File: src/rtl/pattern_detect_arbiter.sv
// pattern_detect_arbiter
//   Round-robin arbiter over four byte requesters. The granted byte is
//   serialised MSB-first to a shared Moore pattern detector. Detector hits
//   seen while a byte is in flight are counted per owning requester.
//
//   Each scan takes 10 cycles: 1 IDLE grant cycle, 8 SHIFT cycles, and
//   1 DRAIN cycle.
//
// Ports
//   clk        rising-edge clock
//   rst        asynchronous active-low reset
//   req        per-requester "byte pending"
//   req_data   requester i byte on [8i+7:8i]
//   gnt        one-hot capture pulse (IDLE cycle, combinational)
//   det_din    serial bit to detector, 0 when det_valid is low
//   det_valid  qualifies det_din (SHIFT only)
//   det_flush  clears detector history on owner change / first grant
//   det_hit    detector match flag
//   clr_cnt    synchronous clear of all hit counters (wins over det_hit)
//   busy       high in SHIFT and DRAIN
//   hit_cnt    counter i on [CNT_W*(i+1)-1:CNT_W*i]
//
// Configuration
//   PD_ARB_SAT_EN  defined: counters saturate at all-ones
//                  undefined: counters wrap to zero
module pattern_detect_arbiter #(
  parameter int unsigned CNT_W = 8
) (
  input  logic               clk,
  input  logic               rst,
  input  logic [3:0]         req,
  input  logic [31:0]        req_data,
  output logic [3:0]         gnt,
  output logic               det_din,
  output logic               det_valid,
  output logic               det_flush,
  input  logic               det_hit,
  input  logic               clr_cnt,
  output logic               busy,
  output logic [4*CNT_W-1:0] hit_cnt
);

  typedef enum logic [1:0] {IDLE, SHIFT, DRAIN} state_t;

  state_t           r_state;
  state_t           w_next;
  logic [7:0]       r_shift;
  logic [2:0]       r_bitcnt;
  logic [1:0]       r_owner;
  logic             r_first;
  logic [CNT_W-1:0] r_cnt [4];

  logic [1:0]       w_start;
  logic [1:0]       w_win;
  logic             w_found;
  logic             w_grant;

  // The search start is derived from the last owner; r_first stands in
  // for "no owner yet", so the search begins at 0 after reset.
  assign w_start = r_first ? 2'd0 : r_owner + 2'd1;

  always_comb begin
    w_win   = '0;
    w_found = 1'b0;
    for (int unsigned i = 0; i < 4; i++) begin
      if (!w_found && req[w_start + i[1:0]]) begin
        w_found = 1'b1;
        w_win   = w_start + i[1:0];
      end
    end
  end

  always_comb begin
    w_next    = r_state;
    w_grant   = 1'b0;
    gnt       = '0;
    det_flush = 1'b0;
    det_valid = 1'b0;
    det_din   = 1'b0;
    case (r_state)
      IDLE: begin
        // Grant is combinational on req; masked so it stays low during reset.
        if (w_found && rst) begin
          w_grant   = 1'b1;
          gnt       = 4'b0001 << w_win;
          det_flush = r_first || (w_win != r_owner);
          w_next    = SHIFT;
        end
      end
      SHIFT: begin
        det_valid = 1'b1;
        det_din   = r_shift[7];
        if (r_bitcnt == 3'd7) w_next = DRAIN;
      end
      DRAIN:   w_next = IDLE;
      default: w_next = IDLE;
    endcase
  end

  always_ff @(posedge clk or negedge rst) begin
    if (!rst) begin
      r_state  <= IDLE;
      r_shift  <= '0;
      r_bitcnt <= '0;
      r_owner  <= '0;
      r_first  <= 1'b1;
      for (int unsigned i = 0; i < 4; i++) r_cnt[i] <= '0;
    end else begin
      r_state <= w_next;

      if (w_grant) begin
        r_shift  <= req_data[{w_win, 3'b000} +: 8];
        r_owner  <= w_win;
        r_first  <= 1'b0;
        r_bitcnt <= '0;
      end else if (r_state == SHIFT) begin
        r_shift  <= {r_shift[6:0], 1'b0};
        r_bitcnt <= r_bitcnt + 3'd1;
      end

      if (clr_cnt) begin
        for (int unsigned i = 0; i < 4; i++) r_cnt[i] <= '0;
      end else if (r_state != IDLE && det_hit) begin
`ifdef PD_ARB_SAT_EN
        if (r_cnt[r_owner] != '1) r_cnt[r_owner] <= r_cnt[r_owner] + 1'b1;
`else
        r_cnt[r_owner] <= r_cnt[r_owner] + 1'b1;
`endif
      end
    end
  end

  assign busy = (r_state != IDLE);

  always_comb begin
    hit_cnt = '0;
    for (int unsigned i = 0; i < 4; i++) hit_cnt[CNT_W*i +: CNT_W] = r_cnt[i];
  end

endmodule

File: config.mk
export PLATFORM = sky130hd
export DESIGN_NAME = pattern_detect_arbiter
export DESIGN_NICKNAME = d
export VERILOG_FILES = /design/src/rtl/pattern_detect_arbiter.sv
export SDC_FILE = /design/constraint.sdc
export NUM_CORES = 1
export LEC_CHECK = 0
export ABC_AREA = 0
export BUFFER_PORTS_ARGS = -buffer_cell sky130_fd_sc_hd__buf_2
export CAP_MARGIN = 30
export CORE_MARGIN = 3
export CORE_UTILIZATION = 40
export CTS_BUF_LIST = sky130_fd_sc_hd__clkbuf_4 sky130_fd_sc_hd__clkbuf_8
export DETAILED_ROUTE_END_ITERATION = 7
export GPL_TIMING_DRIVEN = 0
export PLACE_DENSITY_LB_ADDON = 0.12
export SYNTH_ARGS = -nofsm -noshare
export SYNTH_HDL_FRONTEND = slang
export SYNTH_SLANG_ARGS = --single-unit
File: constraint.sdc
create_clock -name clk -period 4.1 [get_ports clk]
set_clock_uncertainty 0.2 [all_clocks]
set_input_delay 0.205 -clock clk [delete_from_list [all_inputs] [get_ports clk]]
set_output_delay 0.205 -clock clk [all_outputs]
set_load 0.01 [all_outputs]
==> summary.md, run 1 <==
| Metric | Value |
|---|---|
| Run status | `completed` |
| Register area share after synthesis | `between 40% and 50%` |
| Sequential cell area | `~1200 µm²` |
| Mapped cell area | `between 2000 and 3000 µm²` |
| Synth-to-layout area growth | `23.31%` |
| CTS buffer count | `5` |
| Synth cell types | `41` |
| Congestion Overflow GR | `0` |
| Post-synthesis simple-gate area fraction | `between 10 and 15%` |
| Final Hold Viols | `0` |
| Top FF cell, synth | `dfrtp_1` |
| Pre-Repair DR Iteration Count | `4` |
| Site Rows | `29` |
| Final TNS setup | `0 ps` |
| Final Critical Period | `around 3800 ps` |
| Worst-margin pin slew | `around 850 ps` |
| Setup Viol. Count Final | `0` |
| All-layer global routing usage | `18.85%` |
| Height of the die | `~90 µm` |
| Syn avg cell area | `a little over 10 µm²` |
| Post-Layout Cell Count | `roughly 440` |
| Post-route ant nets | `0` |
| Slew Limit Fails | `0` |
| Synth Area in Compound Gates | `~18%` |
| WL per Instance | `around 16 µm` |
| Max clock buf depth | `2` |
| 1st-iter DRT viols | `around 110` |
| Arr. time, crit path | `~3400 ps` |
| First-pass GRT wire length | `between 10 and 15 mm` |
| Die Width | `approximately 89 µm` |
| Port bufs | `78` |
| Hold slack | `between 40 and 50 ps` |
| Gp weighted congestion | `0.8096` |
| Pin count of the biggest net entering global routing | `36` |
| Layout net count | `slightly above 400` |
| Drc violations | `0` |
| WS Path Type | `register to primary output` |
| Worst Path Required | `3690 ps` |
| Relative slew slack | `43.44%` |
| Final Power | `0.002071 W` |
| Post-Synthesis Cells | `roughly 270` |
| # Max-Cap Violations | `0` |
| Pwr/cell area | `607.7 nW/µm²` |
| CP Max Fanout | `10` |
| Multiplexer share of the synthesized area | `15.57%` |
| Die area | `slightly below 8000 µm²` |
| Post-synth EDFFs | `0` |
| Vias per inst | `~5.5` |
| Vias | `between 2000 and 2500` |
| Core Util, Final | `between 50% and 60%` |
| Startpoint types | `register` |
| Achievable Freq | `around 0.26 GHz` |
| Main combinational cell family by area after synthesis | `compound AO/OA/AOI/OAI gates` |
| H-tree levels | `2` |
| Worst Hold Class | `input pin to register` |
| Multi-input logic area | `about 1500 µm²` |
| Flops & latches, synth | `48` |
| CTS sink cnt | `between 40 and 50` |
| Peak VDD IR | `roughly 370 µV` |
| Vias in the first global route | `between 2000 and 2500` |
| Root Driver | `clkbuf_8` |
| Mapped Nets | `319` |
| Yosys warns | `0` |
| Fraction of layout instances using a drive strength above 1 | `approximately 32%` |
| Core Area | `around 6500 µm²` |
| Initial antenna violation count | `0` |
| Clock latency at the later pin of the worst-skew pair | `just over 300 ps` |
| ANT cells | `0` |
| Synth Area in Adders | `approximately 3.2%` |
| Placed insts | `approximately 430` |
| Post-Synth XOR/XNOR Area | `2.218%` |
| CTS tree | `built` |
| Leakage Power | `roughly 1.7 nW` |
| Initial core utilization | `42.32%` |
| Fraction of registers with async set/reset | `100.0%` |
| IO Pins | `80` |
| Fin crit share | `a little over 90%` |
| Detailed placement HPWL | `~5.3 mm` |
| Clock-pin slew on the worst setup and hold paths | `about 100 ps` |
| FILL cells | `a little over 600` |
| Crit end category | `primary output` |
| Drt total wl | `7.126 mm` |
| Unrepaired setup endpoints after global routing | `no` |
==> worst max-delay path, stage by stage, from the launching register on <==
cell and delay (ps):
dfrtp_1 400, buf_2 240, buf_6 210, inv_1 90, ha_2 400, nor2b_1 110, o21ai_0 160, o211ai_1 240
o41ai_2 370, buf_6 210, buf_6 180, xnor2_1 80, a31oi_1 200, buf_2 160
==> placed cells by master, fill, tap and decap left out, drive strengths merged <==
cell         count
nand3            8
o41ai            1
o311a            1
ha               7
nor3b            2
o31ai            2
a21oi           14
nand2           47
or3              1
a22o             1
dlygate4sd3      1
nor2b            4
o211ai           2
and2             3
o211a            1
buf             89
a32o             8
o21ai           31
nor2            10
or2              2
clkinv           1
mux4             8
mux2i           19
nor3             1
clkinvlp         2
and3             7
xnor2            5
a221o            7
dfstp            1
inv              5
a32oi            1
mux2             5
nand2b           3
xor2             2
clkbuf          11
dfrtp           47
a31oi            1
o311ai           1
==> synth_stat cells, types with 2 or more instances <==
| master | count | area share [%] |
|---|---|---|
| o211ai_1 | 2 | 0.54 |
| o21ai_1 | 23 | 4.2 |
| mux4_2 | 8 | 6.5 |
| a21oi_1 | 13 | 2.4 |
| nor2_1 | 10 | 1.4 |
| a221o_1 | 7 | 2.5 |
| inv_1 | 5 | 0.68 |
| and3_1 | 7 | 1.6 |
| ha_1 | 7 | 3.2 |
| xnor2_1 | 5 | 1.6 |
| nor2b_1 | 4 | 0.91 |
| clkbuf_1 | 6 | 0.81 |
| xor2_1 | 2 | 0.63 |
| o21ai_0 | 7 | 1.3 |
| mux2_2 | 3 | 1.2 |
| dfrtp_1 | 47 | 43 |
| and2_1 | 3 | 0.68 |
| nand2b_1 | 3 | 0.68 |
| nor3b_1 | 2 | 0.54 |
| mux2i_1 | 18 | 6.5 |
| or2_1 | 2 | 0.45 |
| nand2_1 | 47 | 6.4 |
| buf_6 | 2 | 0.81 |
| mux2_1 | 2 | 0.81 |
| buf_2 | 6 | 1.1 |
| o31ai_1 | 2 | 0.54 |
| nand3_1 | 8 | 1.4 |
| a32o_1 | 8 | 2.9 |
==> registers in the layout, summed over array words and instances, names as in the netlist <==
register and flops:
r_first 1, r_bitcnt 3, r_owner 2, r_state 2, r_shift 8, hit_cnt 32
==> report_power, final <==
part	total, W	switching (W)	leakage (nW)	internal, W
Sequential	0.000601	0.0000473	0.644	0.000554
Clock	0.000290	0.000169	0.0404	0.000121
Combinational	0.00118	0.000674	0.983	0.000506
==> routing by layer <==
metal,part of all wire [%],up-vias,track usage (%)
li1,-,1175,-
met1,48,1170,27.55
met2,47,69,29.34
met3,4.4,8,3.226
met4,0.95,0,4.465
met5,0,-,0
==> path summary, 6_finish.rpt <==
path                               from           to  slack, ps  depth (start not counted)
max in group asynchronous           rst      r_first       2990                          3
setup / recovery             r_owner[0]    det_flush        320                         13
hold / removal             req_data[20]   r_shift[4]         50                          4
setup reg to reg             r_owner[0]   r_shift[1]        560                         13
min in group asynchronous           rst   hit_cnt[1]        140                          2
hold reg to reg             r_bitcnt[0]  r_bitcnt[0]        290                          1
==> metrics by stage <==
stage	instance area [µm²]	setup slack (ps)
5_1_grt	3408	53.68
3_5_place_dp	3271	171.7
6_report	3408	320.0
3_3_place_gp	3251	221.4
2_1_floorplan	2764	772.1
4_1_cts	3387	90.22
==> kinds of logic (layout without fill, tap and decap cells) <==
| family | after synthesis | after routing |
|---|---|---|
| flops | 48 | 48 |
| buf+inv | 19 | 109 |
| mux | 32 | 32 |
| fa+ha+maj | 7 | 7 |
| simple gates | 88 | 88 |
| xor+xnor | 7 | 7 |
| compound gates | 71 | 71 |
==> layout make-up <==
class	instances	area share (%)
Clock inverter	3	0.6975
Sequential cell	48	35.28
Buffer	14	2.423
Timing Repair Buffer	82	12.78
Multi-Input combinational cell	205	43.43
Inverter	5	0.5507
Clock buffer	5	2.019
Tap cell	77	2.827
==> what timing repair did <==
action                                  4_1_cts  5_1_grt
setup buffers                                 0        2
pin swaps                                     0        2
endpoints found under the setup margin        5        5
hold buffers                                  1        0
hold endpoints to repair                     47        0
gates resized for setup                       3        2
cloned                                        0        0
(Power assumes the default switching activity.)
==> run 2, diff against run 1 <==
--- a/config.mk
+++ b/config.mk
@@ -6,10 +6,11 @@
 export NUM_CORES = 1
 export LEC_CHECK = 0
 export ABC_AREA = 0
+export ABC_CLOCK_PERIOD_IN_PS = 4100
 export BUFFER_PORTS_ARGS = -buffer_cell sky130_fd_sc_hd__buf_2
 export CAP_MARGIN = 30
 export CORE_MARGIN = 3
-export CORE_UTILIZATION = 40
+export CORE_UTILIZATION = 54
 export CTS_BUF_LIST = sky130_fd_sc_hd__clkbuf_4 sky130_fd_sc_hd__clkbuf_8
 export DETAILED_ROUTE_END_ITERATION = 7
 export GPL_TIMING_DRIVEN = 0
==> run 2 against run 1 <==
Against the previous run:
- critical path depth unchanged
- global-route usage up 4.8 points
- critical path type unchanged
- via count down 0.21%
- highest routed layer unchanged
- register-to-register slack worse by 100 ps
- clock power up 4%
- first-iteration DRC count up 78%
==> summary.md, run 2 (synthesis results as in run 1) <==
| Metric | Value |
|---|---|
| Run status | `completed` |
| Gp weighted congestion | `slightly below 0.9` |
| Final Hold Viols | `0` |
| All-layer global routing usage | `a little under a quarter` |
| Initial core utilization | `roughly 57%` |
| Relative slew slack | `about 45%` |
| Worst Path Required | `3690 ps` |
| Vias in the first global route | `2433` |
| First-pass GRT wire length | `about 11 mm` |
| Startpoint types | `register` |
| Detailed placement HPWL | `slightly below 5 mm` |
| Pwr/cell area | `608.2 nW/µm²` |
| Root Driver | `clkbuf_8` |
| Fin crit share | `between 90% and 100%` |
| Core Util, Final | `roughly 70%` |
| CTS tree | `built` |
| Port bufs | `approximately 80` |
| Max clock buf depth | `2` |
| Layout net count | `approximately 410` |
| WL per Instance | `~16 µm` |
| Vias per inst | `roughly 5.6` |
| Congestion Overflow GR | `0` |
| ANT cells | `0` |
| Commonest non-fill, non-tap cells in the layout | `buf_2, nand2_1, dfrtp_1` |
| Pin count of the biggest net entering global routing | `34` |
| Drt total wl | `around 6.7 mm` |
| Pre-Repair DR Iteration Count | `4` |
| Site Rows | `25` |
| # Max-Cap Violations | `0` |
| Setup Viol. Count Final | `0` |
| Drc violations | `0` |
| Worst Hold Class | `input pin to register` |
| Final TNS setup | `0 ps` |
| Leakage Power | `between 1.5 and 2 nW` |
| Achievable Freq | `approximately 0.26 GHz` |
| Initial antenna violation count | `0` |
| IO Pins | `80` |
| Worst-margin pin slew | `about 800 ps` |
| Clock-pin slew on the worst setup and hold paths | `roughly 90 ps` |
| Crit end category | `primary output` |
| Final Critical Period | `between 3000 and 4000 ps` |
| Die Width | `approximately 78 µm` |
| Most common cell after layout, fill and taps aside | `buf_2` |
| Core Area | `about 4800 µm²` |
| Peak VDD IR | `roughly 460 µV` |
| Fraction of layout instances using a drive strength above 1 | `between 30% and 40%` |
| Height of the die | `between 70 and 80 µm` |
| H-tree levels | `2` |
| Synth-to-layout area growth | `22.54%` |
| CP Max Fanout | `10` |
| Slew Limit Fails | `0` |
| Max reg flops | `32` |
| 1st-iter DRT viols | `203` |
| Clock latency at the later pin of the worst-skew pair | `around 300 ps` |
| Die area | `roughly 6000 µm²` |
| FILL cells | `384` |
| WS Path Type | `register to primary output` |
| Unrepaired setup endpoints after global routing | `no` |
| Arr. time, crit path | `3450 ps` |
| Vias | `~2400` |
| Post-route ant nets | `0` |
| CTS sink cnt | `48` |
| CTS buffer count | `5` |
run 2: timing repair:
action                     4_1_cts  5_1_grt
setup endpoints to repair        1        5
hold endpoints to repair        15        0
resized for setup                1        4
hold buffers                     1        0
pin swaps                        0        1
setup buffers                    0        1
run 2: metrics by stage:
stage               area [µm²]  cells  hold slack (ps)  total power, W  setup WS [ps]
floorplan                 2764    272           -290.6        0.001474          772.1
global placement          3238    417            262.2        0.001723          334.5
detailed placement        3258    418           -33.42        0.001746          298.1
CTS                       3376    427            40.14        0.002062          61.71
global route              3387    428            53.03        0.002209          2.742
finish                    3387    428            39.91        0.002060          243.4
run 2: layer usage:
| metal | wire, µm | share of wire, % | global-route usage (%) | up-vias |
|---|---|---|---|---|
| li1 | - | - | - | 1173 |
| met2 | 3325 | 50 | 40.50 | 101 |
| met1 | 2829 | 42 | 30.77 | 1134 |
| met4 | 90 | 1.3 | 7.295 | 0 |
| met3 | 432 | 6.5 | 3.712 | 9 |
| met5 | 0 | 0 | 0 | - |
run 2: final timing paths:
path	from	end	cells after the start	slack (ps)
max in group asynchronous	rst	r_bitcnt[1]	3	3010
worst max register to register	r_owner[0]	r_shift[2]	13	460
worst min register to register	r_bitcnt[0]	r_bitcnt[0]	1	300
worst min-delay path	req_data[22]	r_shift[6]	4	40
min in group asynchronous	rst	hit_cnt[25]	2	170
worst max-delay path	r_owner[0]	det_flush	13	240
run 2: critical path, cell delays in order (launching register included):
cell     delay, ps
dfrtp_1        410
buf_2          240
buf_4          270
inv_1           90
ha_1           400
nor2b_1        270
nor2_1         100
o211a_1        240
o41ai_2        340
buf_6          210
buf_6          180
xnor2_1         80
a31oi_1        160
buf_2          150
run 2: area by class of cell:
type | count | area [µm²] | share of cell area (%)
tap | 67 | 83.83 | 2.475
buffer | 14 | 78.83 | 2.327
sequential | 48 | 1202 | 35.50
clock buffer | 8 | 97.59 | 2.881
multi-input combinational | 205 | 1478 | 43.63
inverter | 5 | 18.77 | 0.5541
timing repair buffer | 81 | 427.9 | 12.63
run 2: power by group:
part | internal [W] | switching [W] | total (W)
sequential | 0.000554 | 0.0000479 | 0.000602
combinational | 0.000496 | 0.000659 | 0.00116
clock | 0.000151 | 0.000152 | 0.000303
total | 0.00120 | 0.000858 | 0.00206
